<file path="config.mk">
export PLATFORM = sky130hd
export DESIGN_NAME = ssb_sync_controller_flat
export DESIGN_NICKNAME = d
export VERILOG_FILES = /design/src/rtl/ssb_sync_controller_if.sv /design/src/rtl/ssb_sync_controller.sv /design/src/flat_wrapper.sv
export SDC_FILE = /design/constraint.sdc
export NUM_CORES = 1
export LEC_CHECK = 0
export ABC_CLOCK_PERIOD_IN_PS = 6250
export CORE_ASPECT_RATIO = 0.75
export CORE_UTILIZATION = 55
export DETAILED_ROUTE_END_ITERATION = 16
export PLACE_DENSITY = 0.77
export SYNTH_ARGS = -nofsm -noshare
export SYNTH_HDL_FRONTEND = slang
export SYNTH_SLANG_ARGS = --single-unit
</file>
<file path="constraint.sdc">
create_clock -name clk_i -period 6.25 [get_ports clk_i]
set_input_delay 1.25 -clock clk_i [delete_from_list [all_inputs] [get_ports clk_i]]
set_output_delay 1.25 -clock clk_i [all_outputs]
set_load 0.03 [all_outputs]
</file>
<file path="src/rtl/ssb_sync_controller_if.sv">
// Handshake/data bundle between the SSB sync controller and its neighbours:
// PSS detector, FFT demodulator and SSS detector.
interface ssb_sync_controller_if;
  // towards the controller
  logic       s_axis_in_tvalid;
  logic       peak_detected_i;
  logic [1:0] N_id_2_i;
  logic       SSS_start_i;
  logic       SSS_valid_i;
  logic [8:0] N_id_1_i;
  logic       N_id_1_valid_i;
  // from the controller
  logic       SSB_start_o;
  logic [1:0] N_id_2_o;
  logic       N_id_2_valid_o;
  logic       SSS_valid_o;
  logic [9:0] N_id_o;
  logic       N_id_valid_o;
  logic       locked_o;
  logic       timeout_o;
  logic [2:0] state_o;

  // controller side
  modport slave (
    input  s_axis_in_tvalid, peak_detected_i, N_id_2_i, SSS_start_i,
           SSS_valid_i, N_id_1_i, N_id_1_valid_i,
    output SSB_start_o, N_id_2_o, N_id_2_valid_o, SSS_valid_o, N_id_o,
           N_id_valid_o, locked_o, timeout_o, state_o
  );

  // environment side
  modport master (
    output s_axis_in_tvalid, peak_detected_i, N_id_2_i, SSS_start_i,
           SSS_valid_i, N_id_1_i, N_id_1_valid_i,
    input  SSB_start_o, N_id_2_o, N_id_2_valid_o, SSS_valid_o, N_id_o,
           N_id_valid_o, locked_o, timeout_o, state_o
  );
endinterface

</file>
<file path="src/rtl/ssb_sync_controller.sv">
// SSB sync controller: accepts PSS peaks, triggers the FFT demodulator,
// windows the SSS subcarriers into the SSS detector, forms N_id and tracks
// SSB periodicity once locked.
module ssb_sync_controller #(
  parameter int SSS_START   = 64,
  parameter int SSS_LEN     = 127,
  parameter int SSB_PERIOD  = 76800,
  parameter int WINDOW_HALF = 8,
  parameter int MAX_MISSES  = 3,
  parameter int SSS_TIMEOUT = 4096
) (
  input logic             clk_i,
  input logic             reset_ni,
  ssb_sync_controller_if.slave bus
);

  localparam int SCW     = $clog2(SSB_PERIOD + WINDOW_HALF + 1);
  localparam int SSS_MAX = (SSS_START > SSS_LEN) ? SSS_START : SSS_LEN;
  localparam int SSW     = $clog2(SSS_MAX + 1);
  localparam int TOW     = $clog2(SSS_TIMEOUT + 1);
  localparam int MW      = $clog2(MAX_MISSES + 1);

  localparam logic [SCW-1:0] WIN_OPEN     = SCW'(SSB_PERIOD - WINDOW_HALF);
  localparam logic [SCW-1:0] WIN_CLOSE    = SCW'(SSB_PERIOD + WINDOW_HALF);
  localparam logic [SCW-1:0] WIN_RECENTER = SCW'(WINDOW_HALF);
  localparam logic [SSW-1:0] SKIP_LAST    = SSW'(SSS_START - 1);
  localparam logic [SSW-1:0] PASS_LAST    = SSW'(SSS_LEN - 1);
  localparam logic [TOW-1:0] TO_LIMIT     = TOW'(SSS_TIMEOUT);
  localparam logic [MW-1:0]  MISS_LAST    = MW'(MAX_MISSES - 1);

  typedef enum logic [2:0] {
    SEARCH     = 3'd0,
    WAIT_SYM   = 3'd1,
    SKIP       = 3'd2,
    PASS       = 3'd3,
    WAIT_NID1  = 3'd4,
    TRACK_WAIT = 3'd5,
    TRACK_WIN  = 3'd6
  } state_t;

  state_t         state, state_nxt;
  logic [SCW-1:0] sample_cnt;
  logic [SSW-1:0] sss_cnt;
  logic [TOW-1:0] to_cnt;
  logic [MW-1:0]  miss_cnt;

  logic       ssb_start_q, n_id_2_valid_q, n_id_valid_q, locked_q, timeout_q;
  logic [1:0] n_id_2_q;
  logic [9:0] n_id_q;

  // decoded events for the current cycle
  logic       accept, in_acq, nid_hit, nid_ok, to_hit, win_end, miss_last;
  logic       skip_done, pass_done;
  logic [SCW-1:0] sample_nxt;
  logic [9:0] nid_calc;

  // Event decode shared by the next-state logic and the datapath.
  always_comb begin
    accept     = bus.peak_detected_i &&
                 ((state == SEARCH) ||
                  ((state == TRACK_WIN) && (bus.N_id_2_i == n_id_2_q)));
    in_acq     = (state == WAIT_SYM) || (state == SKIP) ||
                 (state == PASS) || (state == WAIT_NID1);
    nid_hit    = (state == WAIT_NID1) && bus.N_id_1_valid_i;
    // 10-bit wrap is intentional: out-of-range N_id_1 is not screened
    nid_calc   = ({1'b0, bus.N_id_1_i} << 1) + {1'b0, bus.N_id_1_i} +
                 {8'd0, n_id_2_q};
    nid_ok     = !locked_q || (nid_calc == n_id_q);
    // a detector result on the limit cycle takes priority over the timeout
    to_hit     = in_acq && (to_cnt == TO_LIMIT) && !nid_hit;
    // a peak on the window-end cycle is accepted instead of counting a miss
    win_end    = (state == TRACK_WIN) && (sample_cnt == WIN_CLOSE) && !accept;
    miss_last  = win_end && (miss_cnt == MISS_LAST);
    skip_done  = (state == SKIP) && bus.SSS_valid_i && (sss_cnt == SKIP_LAST);
    pass_done  = (state == PASS) && bus.SSS_valid_i && (sss_cnt == PASS_LAST);
    sample_nxt = sample_cnt + {{(SCW-1){1'b0}}, bus.s_axis_in_tvalid};
  end

  // State register.
  always_ff @(posedge clk_i or negedge reset_ni) begin
    if (!reset_ni) state <= SEARCH;
    else           state <= state_nxt;
  end

  // Next-state logic.
  always_comb begin
    state_nxt = state;
    case (state)
      SEARCH:     if (accept) state_nxt = WAIT_SYM;
      WAIT_SYM:   if (to_hit) state_nxt = SEARCH;
                  else if (bus.SSS_start_i) state_nxt = SKIP;
      SKIP:       if (to_hit) state_nxt = SEARCH;
                  else if (skip_done) state_nxt = PASS;
      PASS:       if (to_hit) state_nxt = SEARCH;
                  else if (pass_done) state_nxt = WAIT_NID1;
      WAIT_NID1:  if (nid_hit) state_nxt = nid_ok ? TRACK_WAIT : SEARCH;
                  else if (to_hit) state_nxt = SEARCH;
      // enter the window exactly when the counter reaches its opening value
      TRACK_WAIT: if (sample_nxt == WIN_OPEN) state_nxt = TRACK_WIN;
      TRACK_WIN:  if (accept) state_nxt = WAIT_SYM;
                  else if (win_end) state_nxt = miss_last ? SEARCH : TRACK_WAIT;
      default:    state_nxt = SEARCH;
    endcase
  end

  // Outputs: registered pulses/values, plus the zero-latency SSS gate that
  // must stay aligned with the demodulator data bus.
  always_comb begin
    bus.SSB_start_o    = ssb_start_q;
    bus.N_id_2_o       = n_id_2_q;
    bus.N_id_2_valid_o = n_id_2_valid_q;
    bus.SSS_valid_o    = (state == PASS) && bus.SSS_valid_i;
    bus.N_id_o         = n_id_q;
    bus.N_id_valid_o   = n_id_valid_q;
    bus.locked_o       = locked_q;
    bus.timeout_o      = timeout_q;
    bus.state_o        = state;
  end

  // Sample counter: phase reference for the SSB period.
  always_ff @(posedge clk_i or negedge reset_ni) begin
    if (!reset_ni)
      sample_cnt <= '0;
    else if (accept)
      sample_cnt <= {{(SCW-1){1'b0}}, bus.s_axis_in_tvalid};
    else if (win_end)
      sample_cnt <= WIN_RECENTER;
    else if ((state != SEARCH) && bus.s_axis_in_tvalid)
      sample_cnt <= sample_cnt + 1'b1;
  end

  // Subcarrier counter for the skip and pass phases of the SSS symbol.
  always_ff @(posedge clk_i or negedge reset_ni) begin
    if (!reset_ni)
      sss_cnt <= '0;
    else if ((state == WAIT_SYM) && bus.SSS_start_i)
      sss_cnt <= '0;
    else if (skip_done)
      sss_cnt <= '0;
    else if (((state == SKIP) || (state == PASS)) && bus.SSS_valid_i)
      sss_cnt <= sss_cnt + 1'b1;
  end

  // Acquisition watchdog: cycles since the accepted peak.
  always_ff @(posedge clk_i or negedge reset_ni) begin
    if (!reset_ni)   to_cnt <= '0;
    else if (accept) to_cnt <= '0;
    else if (in_acq) to_cnt <= to_cnt + 1'b1;
  end

  // Consecutive window misses while tracking.
  always_ff @(posedge clk_i or negedge reset_ni) begin
    if (!reset_ni)              miss_cnt <= '0;
    else if (nid_hit && nid_ok) miss_cnt <= '0;
    else if (win_end)           miss_cnt <= miss_cnt + 1'b1;
  end

  // Registered pulses, latched identities and lock flag.
  always_ff @(posedge clk_i or negedge reset_ni) begin
    if (!reset_ni) begin
      ssb_start_q    <= 1'b0;
      n_id_2_valid_q <= 1'b0;
      n_id_2_q       <= '0;
      n_id_valid_q   <= 1'b0;
      n_id_q         <= '0;
      locked_q       <= 1'b0;
      timeout_q      <= 1'b0;
    end else begin
      ssb_start_q    <= accept;
      n_id_2_valid_q <= accept && (state == SEARCH);
      n_id_valid_q   <= nid_hit;
      timeout_q      <= to_hit;
      if (accept && (state == SEARCH)) n_id_2_q <= bus.N_id_2_i;
      if (nid_hit) n_id_q <= nid_calc;
      if (nid_hit)                 locked_q <= nid_ok;
      else if (to_hit || miss_last) locked_q <= 1'b0;
    end
  end

endmodule

</file>
<file path="src/flat_wrapper.sv">
// flat-port wrapper written by rule: the top's interface ports become plain ports
module ssb_sync_controller_flat 
#(
  parameter int SSS_START   = 64,
  parameter int SSS_LEN     = 127,
  parameter int SSB_PERIOD  = 76800,
  parameter int WINDOW_HALF = 8,
  parameter int MAX_MISSES  = 3,
  parameter int SSS_TIMEOUT = 4096
)
  (clk_i, reset_ni, bus_s_axis_in_tvalid, bus_peak_detected_i, bus_N_id_2_i, bus_SSS_start_i, bus_SSS_valid_i, bus_N_id_1_i, bus_N_id_1_valid_i, bus_SSB_start_o, bus_N_id_2_o, bus_N_id_2_valid_o, bus_SSS_valid_o, bus_N_id_o, bus_N_id_valid_o, bus_locked_o, bus_timeout_o, bus_state_o);
  ssb_sync_controller_if bus_i ();
  input logic clk_i;
  input logic reset_ni;
  input wire logic [$bits(bus_i.s_axis_in_tvalid)-1:0] bus_s_axis_in_tvalid;
  input wire logic [$bits(bus_i.peak_detected_i)-1:0] bus_peak_detected_i;
  input wire logic [$bits(bus_i.N_id_2_i)-1:0] bus_N_id_2_i;
  input wire logic [$bits(bus_i.SSS_start_i)-1:0] bus_SSS_start_i;
  input wire logic [$bits(bus_i.SSS_valid_i)-1:0] bus_SSS_valid_i;
  input wire logic [$bits(bus_i.N_id_1_i)-1:0] bus_N_id_1_i;
  input wire logic [$bits(bus_i.N_id_1_valid_i)-1:0] bus_N_id_1_valid_i;
  output wire logic [$bits(bus_i.SSB_start_o)-1:0] bus_SSB_start_o;
  output wire logic [$bits(bus_i.N_id_2_o)-1:0] bus_N_id_2_o;
  output wire logic [$bits(bus_i.N_id_2_valid_o)-1:0] bus_N_id_2_valid_o;
  output wire logic [$bits(bus_i.SSS_valid_o)-1:0] bus_SSS_valid_o;
  output wire logic [$bits(bus_i.N_id_o)-1:0] bus_N_id_o;
  output wire logic [$bits(bus_i.N_id_valid_o)-1:0] bus_N_id_valid_o;
  output wire logic [$bits(bus_i.locked_o)-1:0] bus_locked_o;
  output wire logic [$bits(bus_i.timeout_o)-1:0] bus_timeout_o;
  output wire logic [$bits(bus_i.state_o)-1:0] bus_state_o;
  assign bus_i.s_axis_in_tvalid = bus_s_axis_in_tvalid;
  assign bus_i.peak_detected_i = bus_peak_detected_i;
  assign bus_i.N_id_2_i = bus_N_id_2_i;
  assign bus_i.SSS_start_i = bus_SSS_start_i;
  assign bus_i.SSS_valid_i = bus_SSS_valid_i;
  assign bus_i.N_id_1_i = bus_N_id_1_i;
  assign bus_i.N_id_1_valid_i = bus_N_id_1_valid_i;
  assign bus_SSB_start_o = bus_i.SSB_start_o;
  assign bus_N_id_2_o = bus_i.N_id_2_o;
  assign bus_N_id_2_valid_o = bus_i.N_id_2_valid_o;
  assign bus_SSS_valid_o = bus_i.SSS_valid_o;
  assign bus_N_id_o = bus_i.N_id_o;
  assign bus_N_id_valid_o = bus_i.N_id_valid_o;
  assign bus_locked_o = bus_i.locked_o;
  assign bus_timeout_o = bus_i.timeout_o;
  assign bus_state_o = bus_i.state_o;
  ssb_sync_controller #(.SSS_START(SSS_START), .SSS_LEN(SSS_LEN), .SSB_PERIOD(SSB_PERIOD), .WINDOW_HALF(WINDOW_HALF), .MAX_MISSES(MAX_MISSES), .SSS_TIMEOUT(SSS_TIMEOUT)) u_core (.clk_i(clk_i), .reset_ni(reset_ni), .bus(bus_i));
endmodule
</file>
# [Yosys cells after proc, flatten, opt, wreduce, memory -nomap -nowiden]
# Cells that the tools add are included.
[word_totals] in_bits=18 reg_bits=59
[op_classes] reduce_logical=35 addsub=7 n_mux=27 eq_ne=21
[op_table] operator="$mux 17" count=3
[op_table] operator="$mux 3" count=14
[op_table] operator="$eq 17x17->1 const B" count=2
[op_table] operator="$mux 13" count=2
[op_table] operator="$mux 7" count=3
[op_table] operator="$pmux 3 s7" count=1
[op_table] operator="$add 17x1->17" count=1
[op_table] operator="$add 17x1->17 const B" count=1
[op_table] operator="$logic_and 1x1->1" count=17
[op_table] operator="$add 13x1->13 const B" count=1
[op_table] operator="$eq 13x13->1 const B" count=1
[op_table] operator="$ne 3x1->1 const B" count=4
[op_table] operator="$add 10x2->10" count=1
[op_table] operator="$add 10x9->10" count=1
[op_table] operator="$eq 10x10->1" count=1
[op_table] operator="$eq 3x3->1 const B" count=3
[op_table] operator="$reduce_bool 3->1" count=3
[op_table] operator="$add 7x1->7 const B" count=1
[op_table] operator="$eq 7x6->1 const B" count=1
[op_table] operator="$eq 7x7->1 const B" count=1
[op_table] operator="$logic_or 1x1->1" count=7
[op_table] operator="$reduce_and 7->1" count=1
[op_table] operator="$eq 3x2->1 const B" count=2
[op_table] operator="$reduce_bool 2->1" count=3
[op_table] operator="other kinds (10)" count=15

# [Longest topological paths before layout]
[logic_depth] word_depth=11 ltp_mapped=12 ltp_nobuf=12

# [Worst setup path after synthesis]
# Ideal clock, no wire load.
[synth_path] kind="input -> register" from="input port bus_N_id_1_i[0]" to="register u_core.state[0] (netlist: u_core.bus.state_o[0])" t_required_ns=6.119 arrival_ns=3.735 slack_ns=2.384 setup_time_ns=0.131 stages=12 cell_sequence="inv_1 > fa_1 > inv_1 > ha_1 > fa_1 > a211oi_1 > nor2_1 > xnor2_1 > xor2_1 > o2111ai_1 > o22ai_1 > or3_1"
[synth_via] elab_chain_cells=7
[synth_lines] item="start: declaration" line="flat_wrapper.sv:20" text="input wire logic [$bits(bus_i.N_id_1_i)-1:0] bus_N_id_1_i;"
[synth_lines] item="$add 10x9->10" line="ssb_sync_controller.sv:66" text="nid_calc = ({1'b0, bus.N_id_1_i} << 1) + {1'b0, bus.N_id_1_i} +"
[synth_lines] item="$add 10x2->10" line="ssb_sync_controller.sv:66"
[synth_lines] item="$eq 10x10->1" line="ssb_sync_controller.sv:68" text="nid_ok = !locked_q || (nid_calc == n_id_q);"
[synth_lines] item="$logic_or 1x1->1" line="ssb_sync_controller.sv:68"
[synth_lines] item="$mux 3 (2 in series)" line="ssb_sync_controller.sv:96" text="WAIT_NID1: if (nid_hit) state_nxt = nid_ok ? TRACK_WAIT : SEARCH;"
[synth_lines] item="$pmux 3 s7" line="ssb_sync_controller.sv:88" text="case (state)"
[synth_lines] item="end signal: assignment" line="ssb_sync_controller.sv:82" text="else state <= state_nxt;"
[synth_lines] item="end: declaration" line="ssb_sync_controller.sv:41" text="state_t state, state_nxt;"
# Every way passes these cells.
# A chain may end at the register's enable or synchronous reset.

# [Final worst setup path]
[layout_path] from="input port bus_N_id_1_i[0]" to="register u_core.locked_q (netlist: u_core.bus.locked_o)"
[layout_via] elab_chain_cells=5
[layout_lines] item="$add 10x9->10" line="ssb_sync_controller.sv:66"
[layout_lines] item="$add 10x2->10" line="ssb_sync_controller.sv:66"
[layout_lines] item="$eq 10x10->1" line="ssb_sync_controller.sv:68"
[layout_lines] item="$logic_or 1x1->1" line="ssb_sync_controller.sv:68"
[layout_lines] item="$mux 1" line="ssb_sync_controller.sv:175" text="if (nid_hit) locked_q <= nid_ok;"
[layout_lines] item="end signal: assignment" line="ssb_sync_controller.sv:175"
[layout_lines] item="end: declaration" line="ssb_sync_controller.sv:47" text="logic ssb_start_q, n_id_2_valid_q, n_id_valid_q, locked_q, timeout_q;"
# Every way passes these cells.

==> metrics.csv <==
stage,metric,value,unit
outcome,status,"finished, final reports clean",
placed_design,place_congestion,0.8894,
power,power_switching,0.7448,mW
placed_design,dp.cells,579,
yosys,syn_inst,461,
timing,whs,0.5234,ns
power,power.internal,1.022,mW
grt,grt_pass1_vias,3148,
timing,max_slew_margin,47.81,%
power,combPwrFrac,44.8,%
timing,tightest_slew,0.7731,ns
critical_path,path_cells,clkdlybuf4s50_1 -> inv_1 -> fa_1 -> inv_1 -> ha_1 -> fa_1 -> a211oi_1 -> nor3_1 -> mux2i_1 -> nor4_1 -> o2111ai_1 -> o22ai_1 -> o21bai_1,
cts,cts_htree_levels,3,
timing,grt_setup_unrepaired,no,
yosys,yosysUniqueCellTypes,60,
drt,drt_first_pass_iters,4,
grt,antenna_found_initial,0,
drt,drc,0,
floorplanning,die_y,76.70,um
power,leakagePower,1.993,nW
power,power_per_cell_area,375.3,nW/um2
yosys,yosysWarnings,0,
drt,routed_wl,8597,um
yosys,yosys_register_bits,59,
power,clkPwrFrac,19.9,%
power,ir_drop,0.3168,mV
drt,viasPerCell,5.622,
cts,clkSlewWorstSetupHoldPaths,0.07,ns
power,p_seq_share,35.3,%
critical_path,crit_type,primary input to flop,
yosys,synth_edf_count,0,
placed_design,hpwl,6294,um
placed_design,io_buffers,38,
power,sw_frac_of_total,42.15,%
floorplanning,die-area,7791,um2
cts,hold_buffers,0,
critical_path,worst_path_max_delay_cell,fa_1,
critical_path,arrival,4.51,ns
cts,cts_tree,done,
critical_path,critPathTopFamily,adder cells,
timing,clock.fmax,0.2351,GHz
floorplanning,ioPinCount,39,
floorplanning,num_rows,26,
drt,wl_per_cell,14.45,um
layout,area_growth,15.08,%
critical_path,end_kind,flop,
layout,fin_nets,537,
critical_path,cp_max_fo,5,
timing,finalCritPeriodShare,68.06,%
floorplanning,dieWidth,101.6,um
yosys,ys_seq_area_share,36.09,%
cts,clkLatencyLatePin,0.34,ns
yosys,syn_nets,506,
yosys,synth-simple-area-share,25.54,%
critical_path,crit_buf_inv,3,
grt,grt_pass1_wl,14810,um
drt,drt-initial-drc-count,220,
critical_path,setup.worst_path.start_class,primary input,
cts,cts_buffer_depth,2,
yosys,synth_fa_ha_area_share,8.624,%
critical_path,worstPathRequired,6.51,ns
drt,ant_nets,0,
job,maxCapViolCount,0,
cts,clock-root-buffer,clkbuf_8,
layout,layout-drive-gt1-share,7.243,%
grt,grt_max_degree,60,
timing,final.setup.tns,0,ns
yosys,synth_compound_area_share,12.32,%
floorplanning,initial_utilization,58.50,%
timing,maxSlewViolCount,0,
cts,cts_buffers,9,
floorplanning,fp.coreArea,6994,um2
yosys,synth-xor-area-share,10.28,%
timing,setup_viol,0,
layout,diodes,0,
yosys,yosys-mux-area-fraction,2.599,%
layout,final_common_cell,dfrtp_1,
grt,grt_overflow_total,0,
worst_hold_path,hp-class,flop to flop,
yosys,synth_flop_cell,dfrtp_1,
drt,dr_total_vias,3345,
yosys,syn_avg_cell_area,8.875,um2
timing,final-hold-violation-count,0,
grt,track_usage,24.20,%
yosys,synth_top_family_by_area,simple AND/OR/NAND/NOR gates,
cts,cts_num_sinks,59,
yosys,synthArstFlopShare,100.0,%
cts,postCtsSetupRepairBufs,0,
timing,finalCriticalPeriod,4.254,ns
layout,mostFrequentLayoutCells,"dfrtp_1 (59), nor2_1 (56), nand2_1 (40)",
yosys,netlist_area,4091,um2
critical_path,max_stage_delay,0.50,ns
layout,stdcell_count,595,
cts,cts.repair.resized,0,
timing,clock_skew,0.01268,ns
==> power by group through the flow <==
stage          Clock [mW]  Combinational, mW  Sequential, mW
6_report            0.351              0.792           0.624
5_1_grt             0.378              0.879           0.644
4_1_cts             0.360              0.796           0.622
3_5_place_dp            0              0.791           0.628
3_3_place_gp            0              0.772           0.621
2_1_floorplan           0              0.507           0.665
==> through the flow <==
step | power [mW] | utilization [%] | area [um2] | setup slack (ns)
floorplan | 1.172 | - | 4091 | 2.384
global placement | 1.393 | 64.42 | 4506 | 1.709
detailed placement | 1.419 | 64.42 | 4506 | 1.626
CTS | 1.777 | 67.32 | 4708 | 1.983
global route | 1.901 | 67.32 | 4708 | 1.760
finish | 1.767 | 67.32 | 4708 | 1.996
==> path summary, 6_finish.rpt <==
check                                                        start                          endpoint  slack [ns]  cells past startpoint
max in group asynchronous                                 reset_ni    u_core.miss_cnt[0]$_DFFE_PN0P_        4.69                      2
worst min register to register      u_core.miss_cnt[1]$_DFFE_PN0P_    u_core.miss_cnt[1]$_DFFE_PN0P_        0.52                      2
worst max-delay path                               bus_N_id_1_i[0]   u_core.bus.locked_o$_DFFE_PN0P_        2.00                     13
worst min-delay path                u_core.miss_cnt[1]$_DFFE_PN0P_    u_core.miss_cnt[1]$_DFFE_PN0P_        0.52                      2
min in group asynchronous                                 reset_ni  u_core.sample_cnt[8]$_DFFE_PN0P_        1.05                      2
worst max register to register  u_core.bus.N_id_2_o[1]$_DFFE_PN0P_   u_core.bus.locked_o$_DFFE_PN0P_        2.92                     12
==> metal layers <==
layer | global-route usage, % | vias to the layer above | part of all wire [%]
met5 | 0 | - | 0
met4 | 7.536 | 0 | 1.5
met3 | 4.831 | 14 | 4.4
met2 | 34.39 | 70 | 42
met1 | 36.76 | 1580 | 52
li1 | - | 1681 | -
==> cell families (layout without fill, tap and decap cells) <==
family          after synthesis  after routing
flops                        59             59
simple gates                201            201
mux                          10             10
buf+inv                      42             78
compound gates               74             74
xor+xnor                     48             48
fa+ha+maj                    27             27
==> registers in the layout, summed over array words and instances, names as in the netlist, 2 cells and up <==
register             count
u_core.sample_cnt       17
u_core.to_cnt           13
u_core.bus.N_id_o       10
u_core.sss_cnt           7
u_core.bus.state_o       3
u_core.bus.N_id_2_o      2
u_core.miss_cnt          2
==> synthesized netlist by cell type (3+ instances only) <==
cell,instances,area (um2)
xor2_1,24,210.2
or3_1,8,50.05
nor4_1,7,43.79
o31ai_1,3,22.52
dfrtp_1,59,1476
nor2b_1,6,37.54
nor3b_1,5,37.54
nor4b_1,4,35.03
nand2_1,40,150.1
o22ai_1,6,37.54
or2_2,5,31.28
a21oi_1,16,80.08
nand3_1,18,90.09
nand4_1,12,75.07
buf_2,5,25.02
o21ai_0,20,100.1
inv_1,21,78.83
and2_1,3,18.77
clkbuf_1,11,41.29
nor3_1,11,55.05
and3_1,7,43.79
mux2_2,5,56.30
ha_1,25,312.8
nand2b_1,6,37.54
nor2_1,56,210.2
xnor2_1,24,210.2
mux2i_1,5,50.05
==> area by class of cell <==
class                   count  area, um2
fillers                   577       2286
inverters                  22      82.58
multi-input cells         360       2434
clock buffers              11      141.4
repair buffers             40      390.4
clock inverters             5      61.31
flip-flops and latches     59       1476
well taps                  98      122.6
==> worst reg2reg max path: cells and delay by family, from the launching register on <==
kind	cells	cell delay (ns)
adders and majority gates	3	1.21
AOI/OAI and AO/OA	4	0.98
DFF	1	0.41
muxes	1	0.12
buffers and inverters	2	0.14
and+or+nand+nor	2	0.39
No activity file was read; power rests on OpenSTA's default activity.
